==> config.mk <==
export PLATFORM = sky130hd
export DESIGN_NAME = ptmch_trg_sched
export DESIGN_NICKNAME = d
export VERILOG_FILES = /design/src/rtl/ptmch_pkg.sv /design/src/rtl/ptmch_evt_fifo.sv /design/src/rtl/ptmch_trg_sched.sv
export SDC_FILE = /design/constraint.sdc
export NUM_CORES = 1
export LEC_CHECK = 0
export CAP_MARGIN = 20
export CORE_MARGIN = 10
export CORE_UTILIZATION = 60
export CTS_CLUSTER_DIAMETER = 40
export DETAILED_ROUTE_END_ITERATION = 10
export PLACE_DENSITY = 0.93
export SLEW_MARGIN = 20
export SYNTH_ARGS = -nofsm -noshare
export SYNTH_HDL_FRONTEND = slang
export SYNTH_SLANG_ARGS = --single-unit
==> constraint.sdc <==
create_clock -name CLK160M -period 14.2 [get_ports CLK160M]
set_clock_uncertainty 0.2 [all_clocks]
set_input_delay 2.84 -clock CLK160M [delete_from_list [all_inputs] [get_ports CLK160M]]
set_output_delay 2.84 -clock CLK160M [all_outputs]
set_load 0.005 [all_outputs]
==> src/rtl/ptmch_pkg.sv <==
// Shared types and constants for the trigger scheduler.
package ptmch_pkg;

   localparam int N_CH_C = 5;
   localparam int CODE_W = 3;
   localparam int TS_W_C = 16;

   typedef enum logic [1:0] {IDLE, PULSE, GAP} state_t;

   typedef struct packed {
      logic [CODE_W-1:0] code;
      logic [TS_W_C-1:0] ts;
   } evt_t;

   localparam int EVT_W = $bits(evt_t);

endpackage

==> src/rtl/ptmch_evt_fifo.sv <==
// Show-ahead event log FIFO: the head entry is presented whenever the FIFO is not empty.
module ptmch_evt_fifo
   import ptmch_pkg::*;
#(
   parameter int DEPTH = 8
)
(
   input  logic                     CLK160M,
   input  logic                     RESET,
   input  logic                     push,
   input  logic [EVT_W-1:0]         push_data,
   input  logic                     pop,
   output logic [EVT_W-1:0]         head,
   output logic                     full,
   output logic                     empty,
   output logic [$clog2(DEPTH):0]   level
);

   localparam int AW = $clog2(DEPTH);

   evt_t          mem [DEPTH];
   logic [AW-1:0] wr_ptr;
   logic [AW-1:0] rd_ptr;
   logic [AW:0]   count;
   logic          do_push;
   logic          do_pop;

   // A pop on an empty FIFO is ignored, so a same-cycle push is always kept there;
   // a pop frees the slot a same-cycle push into a full FIFO needs.
   assign do_pop  = pop & ~empty;
   assign do_push = push & (~full | do_pop);

   assign empty = (count == '0);
   assign full  = (count == (AW+1)'(DEPTH));
   assign level = count;
   assign head  = mem[rd_ptr];

   always_ff @(posedge CLK160M) begin
      if (RESET) begin
         wr_ptr <= '0;
         rd_ptr <= '0;
         count  <= '0;
      end else begin
         if (do_push) wr_ptr <= wr_ptr + AW'(1);
         if (do_pop)  rd_ptr <= rd_ptr + AW'(1);
         count <= count + (AW+1)'(do_push) - (AW+1)'(do_pop);
      end
   end

   always_ff @(posedge CLK160M) begin
      if (do_push) mem[wr_ptr] <= push_data;
   end

endmodule

==> src/rtl/ptmch_trg_sched.sv <==
// Trigger scheduler: edge-detects per-class trigger pulses, arbitrates them round-robin
// onto one shaped scope trigger, and logs each grant with a timestamp.
module ptmch_trg_sched
   import ptmch_pkg::*;
#(
   parameter int N_CH       = N_CH_C,
   parameter int TS_W       = TS_W_C,
   parameter int FIFO_DEPTH = 8,
   parameter int CFG_W      = 8
)
(
   input  logic                          CLK160M,
   input  logic                          RESET,
   input  logic [N_CH-1:0]               TRG_IN,
   input  logic [N_CH-1:0]               CH_EN,
   input  logic [CFG_W-1:0]              PLS_WIDTH,
   input  logic [CFG_W-1:0]              GAP_CYC,
   input  logic                          CLR_STAT,
   output logic                          TRG_OUT,
   output logic [CODE_W-1:0]             TRG_CODE,
   output logic                          EVT_VALID,
   input  logic                          EVT_READY,
   output logic [CODE_W-1:0]             EVT_CODE,
   output logic [TS_W-1:0]               EVT_TS,
   output logic [$clog2(FIFO_DEPTH):0]   FIFO_LEVEL,
   output logic [7:0]                    OVF_CNT
);

   state_t            state;
   state_t            state_nxt;
   logic [N_CH-1:0]   prev;
   logic [N_CH-1:0]   pend;
   logic [N_CH-1:0]   pend_nxt;
   logic [N_CH-1:0]   rise;
   logic [N_CH-1:0]   collide;
   logic [N_CH-1:0]   grant_oh;
   logic [CODE_W-1:0] last_grant;
   logic [CODE_W-1:0] last_grant_nxt;
   logic [CODE_W-1:0] grant_idx;
   logic [CODE_W-1:0] trg_code_nxt;
   logic              grant_found;
   logic              grant;
   logic              trg_out_nxt;
   logic              evt_push;
   logic              fifo_full;
   logic              fifo_empty;
   logic              fifo_pop;
   logic              log_drop;
   logic [CFG_W-1:0]  cnt;
   logic [CFG_W-1:0]  cnt_nxt;
   logic [TS_W-1:0]   ts_cnt;
   logic [3:0]        drop_cnt;
   logic [8:0]        ovf_sum;
   evt_t              push_evt;
   evt_t              head_evt;

   assign rise     = TRG_IN & ~prev & CH_EN;
   assign collide  = rise & pend;
   assign grant    = (state == IDLE) && grant_found;
   assign grant_oh = grant ? (N_CH'(1) << grant_idx) : '0;
   assign pend_nxt = CH_EN & ((pend & ~grant_oh) | (rise & ~pend));

   // Round-robin search starting one past the last granted channel, wrapping at N_CH.
   always_comb begin
      logic [CODE_W:0]   sum;
      logic [CODE_W-1:0] cand;
      grant_found = 1'b0;
      grant_idx   = '0;
      sum         = '0;
      cand        = '0;
      for (int k = 1; k <= N_CH; k++) begin
         sum = {1'b0, last_grant} + (CODE_W+1)'(k);
         if (sum >= (CODE_W+1)'(N_CH)) sum = sum - (CODE_W+1)'(N_CH);
         cand = sum[CODE_W-1:0];
         if (!grant_found && pend[cand]) begin
            grant_found = 1'b1;
            grant_idx   = cand;
         end
      end
   end

   always_ff @(posedge CLK160M) begin
      if (RESET) state <= IDLE;
      else       state <= state_nxt;
   end

   always_comb begin
      state_nxt = state;
      unique case (state)
         IDLE:    if (grant) state_nxt = PULSE;
         PULSE:   if (cnt == '0) state_nxt = (GAP_CYC == '0) ? IDLE : GAP;
         GAP:     if (cnt == '0) state_nxt = IDLE;
         default: state_nxt = IDLE;
      endcase
   end

   // Width and gap settings are captured into the shared counter on entry to each phase.
   always_comb begin
      trg_out_nxt    = TRG_OUT;
      trg_code_nxt   = TRG_CODE;
      cnt_nxt        = cnt;
      last_grant_nxt = last_grant;
      evt_push       = 1'b0;
      unique case (state)
         IDLE: begin
            if (grant) begin
               trg_out_nxt    = 1'b1;
               trg_code_nxt   = grant_idx + CODE_W'(1);
               cnt_nxt        = (PLS_WIDTH == '0) ? '0 : PLS_WIDTH - CFG_W'(1);
               last_grant_nxt = grant_idx;
               evt_push       = 1'b1;
            end
         end
         PULSE: begin
            if (cnt == '0) begin
               trg_out_nxt  = 1'b0;
               trg_code_nxt = '0;
               cnt_nxt      = (GAP_CYC == '0) ? '0 : GAP_CYC - CFG_W'(1);
            end else begin
               cnt_nxt = cnt - CFG_W'(1);
            end
         end
         GAP: begin
            if (cnt != '0) cnt_nxt = cnt - CFG_W'(1);
         end
         default: begin
            trg_out_nxt  = 1'b0;
            trg_code_nxt = '0;
         end
      endcase
   end

   assign fifo_pop = EVT_READY & ~fifo_empty;
   assign log_drop = evt_push & fifo_full & ~fifo_pop;

   always_comb begin
      drop_cnt = {3'b000, log_drop};
      for (int i = 0; i < N_CH; i++) drop_cnt = drop_cnt + {3'b000, collide[i]};
   end

   assign ovf_sum = {1'b0, OVF_CNT} + {5'b00000, drop_cnt};

   // The edge detector keeps tracking TRG_IN through reset so a held input is not an edge.
   always_ff @(posedge CLK160M) begin
      prev <= TRG_IN;
   end

   always_ff @(posedge CLK160M) begin
      if (RESET) begin
         TRG_OUT    <= 1'b0;
         TRG_CODE   <= '0;
         cnt        <= '0;
         last_grant <= CODE_W'(N_CH - 1);
         pend       <= '0;
         ts_cnt     <= '0;
         OVF_CNT    <= '0;
      end else begin
         TRG_OUT    <= trg_out_nxt;
         TRG_CODE   <= trg_code_nxt;
         cnt        <= cnt_nxt;
         last_grant <= last_grant_nxt;
         pend       <= pend_nxt;
         ts_cnt     <= ts_cnt + TS_W'(1);
         if (CLR_STAT)        OVF_CNT <= '0;
         else if (ovf_sum[8]) OVF_CNT <= 8'hFF;
         else                 OVF_CNT <= ovf_sum[7:0];
      end
   end

   assign push_evt = '{code: grant_idx, ts: ts_cnt};

   ptmch_evt_fifo #(
      .DEPTH (FIFO_DEPTH)
   ) u_evt_fifo (
      .CLK160M   (CLK160M),
      .RESET     (RESET),
      .push      (evt_push),
      .push_data (push_evt),
      .pop       (fifo_pop),
      .head      (head_evt),
      .full      (fifo_full),
      .empty     (fifo_empty),
      .level     (FIFO_LEVEL)
   );

   assign EVT_VALID = ~fifo_empty;
   assign EVT_CODE  = head_evt.code;
   assign EVT_TS    = head_evt.ts;

endmodule

==> results.md, run 1 <==
* Post-CTS Setup Repair Bufs at 0
* Grt total ovfl at 0
* Starting Density at about three fifths
* DRC errors left at 0
* CTS Buf Count at 28
* Reg clk slew, reported paths at about 60 ps
* Post-DP HPWL at 14.1 mm
* NumNets Final at roughly 920
* Vias at 6852
* Placer Congestion at between 0.8 and 0.9
* Post-cts resize count at 0
* Commonest non-fill, non-tap cell in the layout: edfxtp_1
* Total Wirelength at around 24 mm
* Synth Flop Type: edfxtp_1
* DR pass1 iterations at 5
* Area Growth Syn to Fin at 17.4%
* CTS tree: done
* Critical path required time at roughly 14000 ps
* Critical Path Start: last_grant[0]
* Initial antenna violation count at 0
* Iteration-0 DRC Markers at approximately 630
* CP endpoint kind: flip-flop
* Hold_buf cts at 0
* WHS Path Cells at 2
* Post-Synthesis Cells at 788
* Largest net degree at the start of global routing at between 50 and 60
* Tmin final at about 6500 ps
* GR Util met2 at approximately a third
* Synth Warn # at 0
* GRT Total Usage at between 10% and 20%
* Unrepaired setup endpoints after global routing: no
* Die Area at between 20000 and 25000 sq um
* Gr busiest metal: met2
* Vias per std cell at approximately 6.2
* Clock latency at the later pin of the worst-skew pair at 540 ps
* Yosys cell types at 78
* GRT met1 Usage at between 20% and 30%
* H-Tree Depth at 1
* LEAKAGE at roughly 4.3 nW
* Row count at 48
* Asr flop ratio synth at 0%
* Synthesized flop and latch total at 216
* Crit path max fanout at 24
* Syn Nets at approximately 860
* Fmax at around 150 MHz
* Worst Slack Setup Final at 7680 ps
* Outcome: finished, final reports clean
* CTS root buf: clkbuf_16
* Filler cell count at 1134
* Vias in the first global route at slightly above 7000
* Port Buf Inserts at 65
* Maximum vdd ir drop at around 0.00015 V
* M3 GR Usage at 4.63%
* Startpoint types: flip-flop
* Slew HR at ~28%
* Register area share after synthesis at a little under three fifths
* Die W at around 150 microns
* Hold crit path type: reg -> reg
* Per-cell routed wire length at between 20 and 25 microns
* Final hold vios at 0
* R2R cell count at 18
* Mean Syn Cell Area at about 13 sq um
* Clk buf depth at 3
* Post-Place Setup Slack at ~7500 ps
* Chip Height at around 150 microns
* Final setup TNS at 0 ps
* Hold path startpoint: u_evt_fifo.rd_ptr[1]
* Pwr Density at around 220 nW/um^2
* Post-synthesis cell area at 10400 sq um
* Post-synth EDFFs at 152
* First-pass GRT wire length at between 30 and 40 mm
* ANT nets after route at 0
* Max-Cap Viols at 0
* Worst R2R Start: last_grant[0]
* Type of the worst setup path: reg -> reg
* Most frequent cells in the layout: 152 x edfxtp_1, 64 x nor2_1, 64 x clkdlybuf4s50_1, 63 x dfxtp_1, 42 x mux4_2
* Share of cells above drive strength 1 at 17.6%
* Final setup fails at 0
* Crit share post-route at a little under half
* Arrival time worst endpoint at about 6800 ps
* I/O pin total at 66
* Antenna fix cells at 0
* Worst slew pin tran at around 1100 ps
* Slew Viols, Final at 0
* Core ar. at 17200 sq um
* Clock sink count at between 200 and 250
-- sequential cells by signal (all words and copies together) (netlist names), named ones only --
signal,cells
ts_cnt,16
u_evt_fifo.level,4
OVF_CNT,8
u_evt_fifo.rd_ptr,3
TRG_CODE,3
state,2
pend,5
u_evt_fifo.mem,152
prev,5
cnt,8
TRG_OUT,1
last_grant,3
u_evt_fifo.wr_ptr,3
-- worst paths after layout --
kind         slack [ps]                   end
max                7680            OVF_CNT[2]
min                 310  u_evt_fifo.rd_ptr[1]
max reg2reg        7680            OVF_CNT[2]
min reg2reg         310  u_evt_fifo.rd_ptr[1]
-- worst max-delay path: stages, from the launching register on --
cell and delay, ps:
dfxtp_1 870, clkinv_1 560, ha_1 800, mux4_2 380
mux2_2 290, mux2i_4 180, o21a_1 190, o21ai_2 120
o21ai_2 380, nor2_1 130, fa_1 520, inv_1 50
fa_1 460, fa_1 430, nor2b_1 170, o2111ai_1 170
inv_1 110, nand3_1 200, a21oi_1 220
-- metrics by stage --
step	cells	total power [mW]	utilization, %	hold slack [ps]	instance area (sq um)
2_1_floorplan	788	1.62	-	254	10400
3_3_place_gp	1049	1.89	65.7	277	11300
3_5_place_dp	1049	1.92	65.7	280	11300
4_1_cts	1101	2.64	71.2	305	12200
5_1_grt	1101	2.78	71.2	337	12200
6_report	1101	2.64	71.2	306	12200
-- synthesized netlist by cell type (10+ instances only) --
cell type  number  area (sq um)
a21oi_1        32           160
inv_1          35           131
nand2b_1       10          62.6
nand3_1        20           100
clkbuf_1       18          67.6
mux2_2         23           259
xor2_1         26           228
buf_1          10          37.5
ha_1           34           425
edfxtp_1      152          4560
nor3_1         10          50.1
nor2b_1        21           131
and3_1         10          62.6
dfxtp_1        64          1280
mux4_2         42           946
o21ai_0        23           115
nor2_1         65           244
xnor2_1        17           149
nand2_1        31           116
mux2i_1        12           120
-- logic make-up (layout without fill, tap and decap cells) --
logic type	after synthesis	after routing	synth area share, %
multiplexers	78	78	12.9
XOR/XNOR	43	43	3.61
AO/OA/AOI/OAI	121	121	8.36
flip-flops	216	216	56.1
AND/OR/NAND/NOR	213	213	10.7
adder cells (fa/ha/maj)	40	40	5.23
buffers and inverters	77	165	3.12
-- metal layers --
metal,vias up,part of all wire (%)
met1,3395,40
met3,41,8.1
met5,-,0
li1,3091,-
met2,325,50
met4,0,1.6
-- report_power, final --
group          switching [mW]  total [mW]  internal [mW]
logic                   0.583        1.06          0.482
registers              0.0708       0.873          0.803
clock network           0.278       0.700          0.422
total                   0.932        2.64           1.71
-- area by class of cell --
cell class	count	area [sq um]	share of cell area, %
sequential	216	5850	47.8
multi-input combinational	495	4290	35.1
clock buffer	34	754	6.17
timing repair buffer	75	723	5.91
tap	225	282	2.30
clock inverter	18	190	1.55
inverter	38	143	1.17
Power figures use the tool's default switching activity.
==> run 2, diff against run 1 <==
- clock period: 14.2 -> 6.1 ns (I/O delays scaled with it)
==> run 2 against run 1 <==
Against the previous run: worst setup slack got worse by 7100 ps; die area did not move; critical endpoint unchanged; largest cell class unchanged; critical path type unchanged; cell count fell by 0.27%.
==> results.md, run 2 (synthesis gave the netlist of run 1 again) <==
* Reg clk slew, reported paths at 60 ps (about the same)
* Post-cts resize count at 0 (unchanged)
* GRT met1 Usage at 23.7% (-1.1 points)
* Crit path max fanout at 17 (-29%)
* I/O pin total at 66 (unchanged)
* Commonest non-fill, non-tap cell in the layout: edfxtp_1
* Outcome: finished, final reports clean
* DP Area at 11300 sq um (+0.33%)
* CTS Buf Count at 24 (-14%)
* Post-Place Setup Slack at 626 ps (-6870 ps)
* Crit share post-route at 90.8% (+45 points)
* Core ar. at 17200 sq um (unchanged)
* CTS root buf: clkbuf_16
* Worst R2R Start: last_grant[0]
* Maximum vdd ir drop at 0.000339 V (+130%)
* Port Buf Inserts at 65 (unchanged)
* Arrival time worst endpoint at 5780 ps (-980 ps)
* Fin util at 70.5% (-0.74 points)
* M3 GR Usage at 4.46% (-0.17 points)
* DR pass1 iterations at 5 (unchanged)
* Unrepaired setup endpoints after global routing: no
* Vias at 6690 (-2.4%)
* Tmin final at 5540 ps (-980 ps)
* Max-Cap Viols at 0 (unchanged)
* Critical Path Start: last_grant[0]
* Vias per std cell at 6.09 (-2.1%)
* Chip Height at 152 microns (unchanged)
* Initial antenna violation count at 0 (unchanged)
* NumNets Final at 925 (+0.11%)
* CTS tree: done
* Largest register by flop count: u_evt_fifo.mem
* Final setup TNS at 0 ps (unchanged)
* Gr busiest metal: met2
* GRT Total Usage at 19.3% (-0.63 points)
* ANT nets after route at 0 (unchanged)
* Cell Count, Final, Fillers Out at 1098 (-0.27%)
* First-pass GRT wire length at 37.2 mm (-2.3%)
* Antenna fix cells at 0 (unchanged)
* Hold path startpoint: TRG_OUT
* Fmax at 181 MHz (+18%)
* Iteration-0 DRC Markers at 465 (-26%)
* Post-DP HPWL at 14.5 mm (+3.2%)
* Final setup fails at 0 (unchanged)
* Clock sink count at 216 (unchanged)
* Placer Congestion at 0.935 (+4.6%)
* Share of cells above drive strength 1 at 17.5% (-0.054 points)
* Hold crit path type: reg -> reg
* Grt total ovfl at 0 (unchanged)
* Crit-path most repeated cell: fa_1
* Placed cells at 1054 (+0.48%)
* Worst Slack Setup Final at 561 ps (-7120 ps)
* Slowest library cell on the worst path: ha_1
* LEAKAGE at 4.29 nW (-1.1%)
* Starting Density at 60.7% (unchanged)
* Final std cell area, no fill at 12100 sq um (-1.0%)
* Pwr Density at 489 nW/um^2 (+130%)
* Vias in the first global route at 6994 (-1.2%)
* Die W at 152 microns (unchanged)
* Post-CTS Setup Repair Bufs at 0 (unchanged)
* Worst slew pin tran at 1080 ps (-4.36 ps)
* Hold_buf cts at 0 (unchanged)
* Slew HR at 28.2% (+0.29 points)
* Delay of the slowest critical-path stage at 750 ps (-120 ps)
* Final hold vios at 0 (unchanged)
* Max FFs per register at 152 (unchanged)
* CP endpoint kind: flip-flop
* Per-cell routed wire length at 20.8 microns (-3.8%)
* Top Registers: u_evt_fifo.mem: 152 flops, ts_cnt: 16 flops
* Clk buf depth at 3 (unchanged)
* Row count at 48 (unchanged)
* DRC errors left at 0 (unchanged)
* Worst hold slack at 292 ps (-13.5 ps)
* Power Total at 5.91 mW (+120%)
* Clock latency at the later pin of the worst-skew pair at 520 ps (-20 ps)
* Largest net degree at the start of global routing at 56 (unchanged)
* Startpoint types: flip-flop
* Area Growth Syn to Fin at 16.1%
* H-Tree Depth at 1 (unchanged)
* GR Util met2 at 33.2% (-1.2 points)
* Critical path required time at 6340 ps (-8100 ps)
* Die Area at 23000 sq um (unchanged)
* Type of the worst setup path: reg -> reg
* Cell-by-cell trace of the critical path: clkinv_1 -> ha_1 -> nor2b_1 -> a221oi_2 -> nor2_1 -> a2bb2oi_1 -> nand3_2 -> o21ai_2 -> nor2_1 -> fa_1 -> inv_1 -> fa_1 -> fa_1 -> nor2b_1 -> o2111ai_1 -> inv_1 -> nand3_1 -> a21oi_1
* Slew Viols, Final at 0 (unchanged)
* Most frequent cells in the layout: 152 x edfxtp_1, 64 x nor2_1, 64 x clkdlybuf4s50_1, 63 x dfxtp_1, 42 x mux4_2
* Total Wirelength at 22.8 mm (-4.1%)
## run 2: cell count changes in the layout (fill, tap and decap cells not counted), sizes merged
| cell | previous run | this run |
|---|---|---|
| clkbuf | 34 | 28 |
| bufinv | 2 | 1 |
| buf | 11 | 16 |
| clkinvlp | 4 | 2 |
| clkinv | 8 | 11 |
| inv | 42 | 40 |
## run 2: area by class of cell
| cell class | count | area (sq um) |
|---|---|---|
| Sequential cell | 216 | 5850 |
| Fill cell | 1113 | 5070 |
| Multi-Input combinational cell | 495 | 4290 |
| Timing Repair Buffer | 80 | 758 |
| Clock buffer | 28 | 626 |
| Tap cell | 225 | 282 |
| Clock inverter | 16 | 156 |
| Inverter | 38 | 143 |
## run 2: where the power goes
part,internal [mW],switching (mW)
registers,1.87,0.168
clock network,0.796,0.599
logic,1.14,1.34
total,3.81,2.11
## run 2: final timing paths
| check | slack (ps) | end | cells after the start |
|---|---|---|---|
| setup / recovery | 560 | OVF_CNT[2] | 18 |
| hold / removal | 290 | TRG_OUT | 1 |
| setup reg to reg | 560 | OVF_CNT[2] | 18 |
| hold reg to reg | 290 | TRG_OUT | 1 |
## run 2: metal layers
metal  vias up  routed length [microns]
met5         -                        0
met3        54                     1440
met1      3293                     9120
li1       3086                        -
met4         0                      602
met2       257                    11700
## run 2: critical path, delay by kind of cell, from the launching register on
kind	cells	cell delay, ps
AOI/OAI and AO/OA	5	1390
adders and majority gates	4	2110
buffers and inverters	3	460
DFF	1	330
and+or+nand+nor	6	950
==> run 3, diff against run 2 <==
--- a/config.mk
+++ b/config.mk
@@ -7,2 +7,3 @@
 export LEC_CHECK = 0
+export ABC_CLOCK_PERIOD_IN_PS = 6100
 export CAP_MARGIN = 20
@@ -12,2 +13,3 @@
 export DETAILED_ROUTE_END_ITERATION = 10
+export GPL_TIMING_DRIVEN = 0
 export PLACE_DENSITY = 0.93
--- a/constraint.sdc
+++ b/constraint.sdc
@@ -4,2 +4,2 @@
 set_output_delay 1.22 -clock CLK160M [all_outputs]
-set_load 0.005 [all_outputs]
+set_load 0.01 [all_outputs]
==> run 3 against run 2 <==
Against the previous run: cell count up 3.9%; die area unchanged; sequential cell count unchanged; largest power group unchanged; register-to-register slack got worse by 240 ps; critical path type unchanged; global-route usage rose by 2.0 points; worst hold slack better by 29 ps; largest cell class unchanged; total power increased by 5.2%; highest routed layer unchanged; clock power grew 6%; critical path depth increased by 3; via count rose by 6.4%; routed wire length is 12% higher; fmax down 4.1%; critical endpoint is now OVF_CNT[1].
==> results.md, run 3 (synthesis gave the netlist of run 1 again) <==
* Outcome: finished, final reports clean
* Most frequent cells in the layout: 152 x edfxtp_1, 64 x dfxtp_1, 64 x nor2_1, 64 x clkdlybuf4s50_1, 42 x mux4_2
* Crit path max fanout at 10 (-7)
* Commonest non-fill, non-tap cell in the layout: edfxtp_1
* Row count at 48 (unchanged)
* DR pass1 iterations at 5 (unchanged)
* GRT Total Usage at 21.3% (+2.0 points)
* Critical path required time at 6370 ps (+30 ps)
* Type of the worst setup path: reg -> reg
* Final setup TNS at 0 ps (unchanged)
* Crit-path most repeated cell: fa_1
* Fmax at 173 MHz (-4.1%)
* Slew Viols, Final at 0 (unchanged)
* Chip Height at 152 microns (unchanged)
* Per-cell routed wire length at 22.4 microns (+7.7%)
* Max FFs per register at 152 (unchanged)
* Hold crit path type: reg -> reg
* Antenna fix cells at 0 (unchanged)
* Clk buf depth at 3 (unchanged)
* Tmin final at 5770 ps (+235 ps)
* Post-Place Setup Slack at -33.9 ps (-660 ps)
* Crit share post-route at 94.7% (+3.9 points)
* CTS Buf Count at 25 (+4.2%)
* Core ar. at 17200 sq um (unchanged)
* Worst slew pin tran at 988 ps (-86.8 ps)
* Vias at 7116 (+6.4%)
* Total Wirelength at 25.5 mm (+12%)
* Largest register by flop count: u_evt_fifo.mem
* Clock sink count at 216 (unchanged)
* Placed cells at 1094 (+3.8%)
* Max-Cap Viols at 0 (unchanged)
* Port Buf Inserts at 64 (-1.5%)
* Vias in the first global route at 7279 (+4.1%)
* Reg clk slew, reported paths at 60 ps (about the same)
* Die Area at 23000 sq um (unchanged)
* Maximum vdd ir drop at 0.000388 V (+15%)
* Placer Congestion at 0.916 (-2.1%)
* Share of cells above drive strength 1 at 19.0% (+1.5 points)
* Iteration-0 DRC Markers at 897 (+93%)
* Cell Count, Final, Fillers Out at 1141 (+3.9%)
* CTS tree: done
* CP endpoint kind: flip-flop
* Area Growth Syn to Fin at 18.7%
* Crit-path leading delay family: adder cells
* ANT nets after route at 0 (unchanged)
* I/O pin total at 66 (unchanged)
* Die W at 152 microns (unchanged)
* DRC errors left at 0 (unchanged)
* Hold_buf cts at 0 (unchanged)
* Arrival time worst endpoint at 6040 ps (+260 ps)
* Clock latency at the later pin of the worst-skew pair at 540 ps (+20 ps)
* Pwr Density at 503 nW/um^2 (+2.9%)
* Slowest library cell on the worst path: fa_1
* Largest net degree at the start of global routing at 20 (-64%)
* Cell-by-cell trace of the critical path: buf_6 -> clkinvlp_4 -> ha_1 -> buf_2 -> buf_2 -> mux4_2 -> mux2_2 -> mux2i_4 -> o21a_1 -> o21ai_2 -> o21ai_4 -> nor2_1 -> fa_1 -> inv_1 -> fa_1 -> fa_1 -> nor2b_1 -> o2111ai_1 -> inv_1 -> nand3_1 -> a21oi_1
* Post-DP HPWL at 17.0 mm (+17%)
* Grt total ovfl at 0 (unchanged)
* Startpoint types: flip-flop
* Vias per std cell at 6.24 (+2.4%)
* CTS root buf: clkbuf_16
* Slew HR at 34.1% (+5.9 points)
* First-pass GRT wire length at 40.2 mm (+8.0%)
* Initial antenna violation count at 0 (unchanged)
* Final hold vios at 0 (unchanged)
* H-Tree Depth at 1 (unchanged)
* Unrepaired setup endpoints after global routing: no
* Delay of the slowest critical-path stage at 510 ps (-240 ps)
* Worst hold slack at 321 ps (+28.9 ps)
* Top Registers: u_evt_fifo.mem: 152 flops, ts_cnt: 16 flops
* NumNets Final at 967 (+4.5%)
* CP Buf/Inv Count at 6 (+3)
* Worst Slack Setup Final at 326 ps (-235 ps)
* Final setup fails at 0 (unchanged)
* LEAKAGE at 4.43 nW (+3.3%)
* Starting Density at 60.7% (unchanged)
## run 3: cell count changes in the layout (fill, tap and decap cells not counted), sizes merged
cell and change:
clkinvlp +1, clkbuf +17, inv +3, buf +22
## run 3: layout make-up
class                           instances  area, sq um
Tap cell                              225          282
Timing Repair Buffer                   82          773
Fill cell                            1070         4800
Clock inverter                         20          196
Inverter                               38          146
Clock buffer                           26          639
Multi-Input combinational cell        495         4310
Sequential cell                       216         5850
Buffer                                 39          185
## run 3: worst reg2reg max path: cells and delay by family (launching register included)
| kind | cells | cell delay (ps) |
|---|---|---|
| adder cells (fa/ha/maj) | 4 | 1770 |
| buffers and inverters | 6 | 1120 |
| AO/OA/AOI/OAI | 5 | 900 |
| multiplexers | 3 | 830 |
| AND/OR/NAND/NOR | 3 | 450 |
| flip-flops | 1 | 440 |
## run 3: repair_timing
action / 4_1_cts / 5_1_grt
endpoints found under the setup margin: 7 / 8
hold endpoints to repair: 0 / 0
pin swaps: 0 / 1
gates resized for setup: 2 / 1
setup buffers: 0 / 1
## run 3: power breakdown
group	internal [mW]	switching (mW)	leakage [nW]	total, mW
sequential	1.87	0.124	1.94	1.99
combinational	1.21	1.54	2.08	2.75
clock	0.834	0.646	0.411	1.48
total	3.91	2.31	4.43	6.22
## run 3: metrics by stage
stage	util (%)	cell area [sq um]	total power, mW
global route	72.0	12400	6.52
finish	72.0	12400	6.22
global placement	66.0	11300	4.52
CTS	72.0	12400	6.19
detailed placement	67.0	11500	4.67
floorplan	-	10400	3.82
## run 3: final timing paths
path | slack, ps | startpoint | end | cells after the start
hold reg to reg | 320 | TRG_OUT | TRG_OUT | 1
setup / recovery | 330 | last_grant[0] | OVF_CNT[1] | 21
setup reg to reg | 330 | last_grant[0] | OVF_CNT[1] | 21
hold / removal | 320 | TRG_OUT | TRG_OUT | 1
## run 3: layer usage
metal,global-route usage (%),vias to the layer above,wire [microns]
li1,-,3176,-
met1,25.0,3540,9790
met2,37.9,343,13100
met3,5.00,57,1900
met4,6.14,0,726
met5,0,-,0
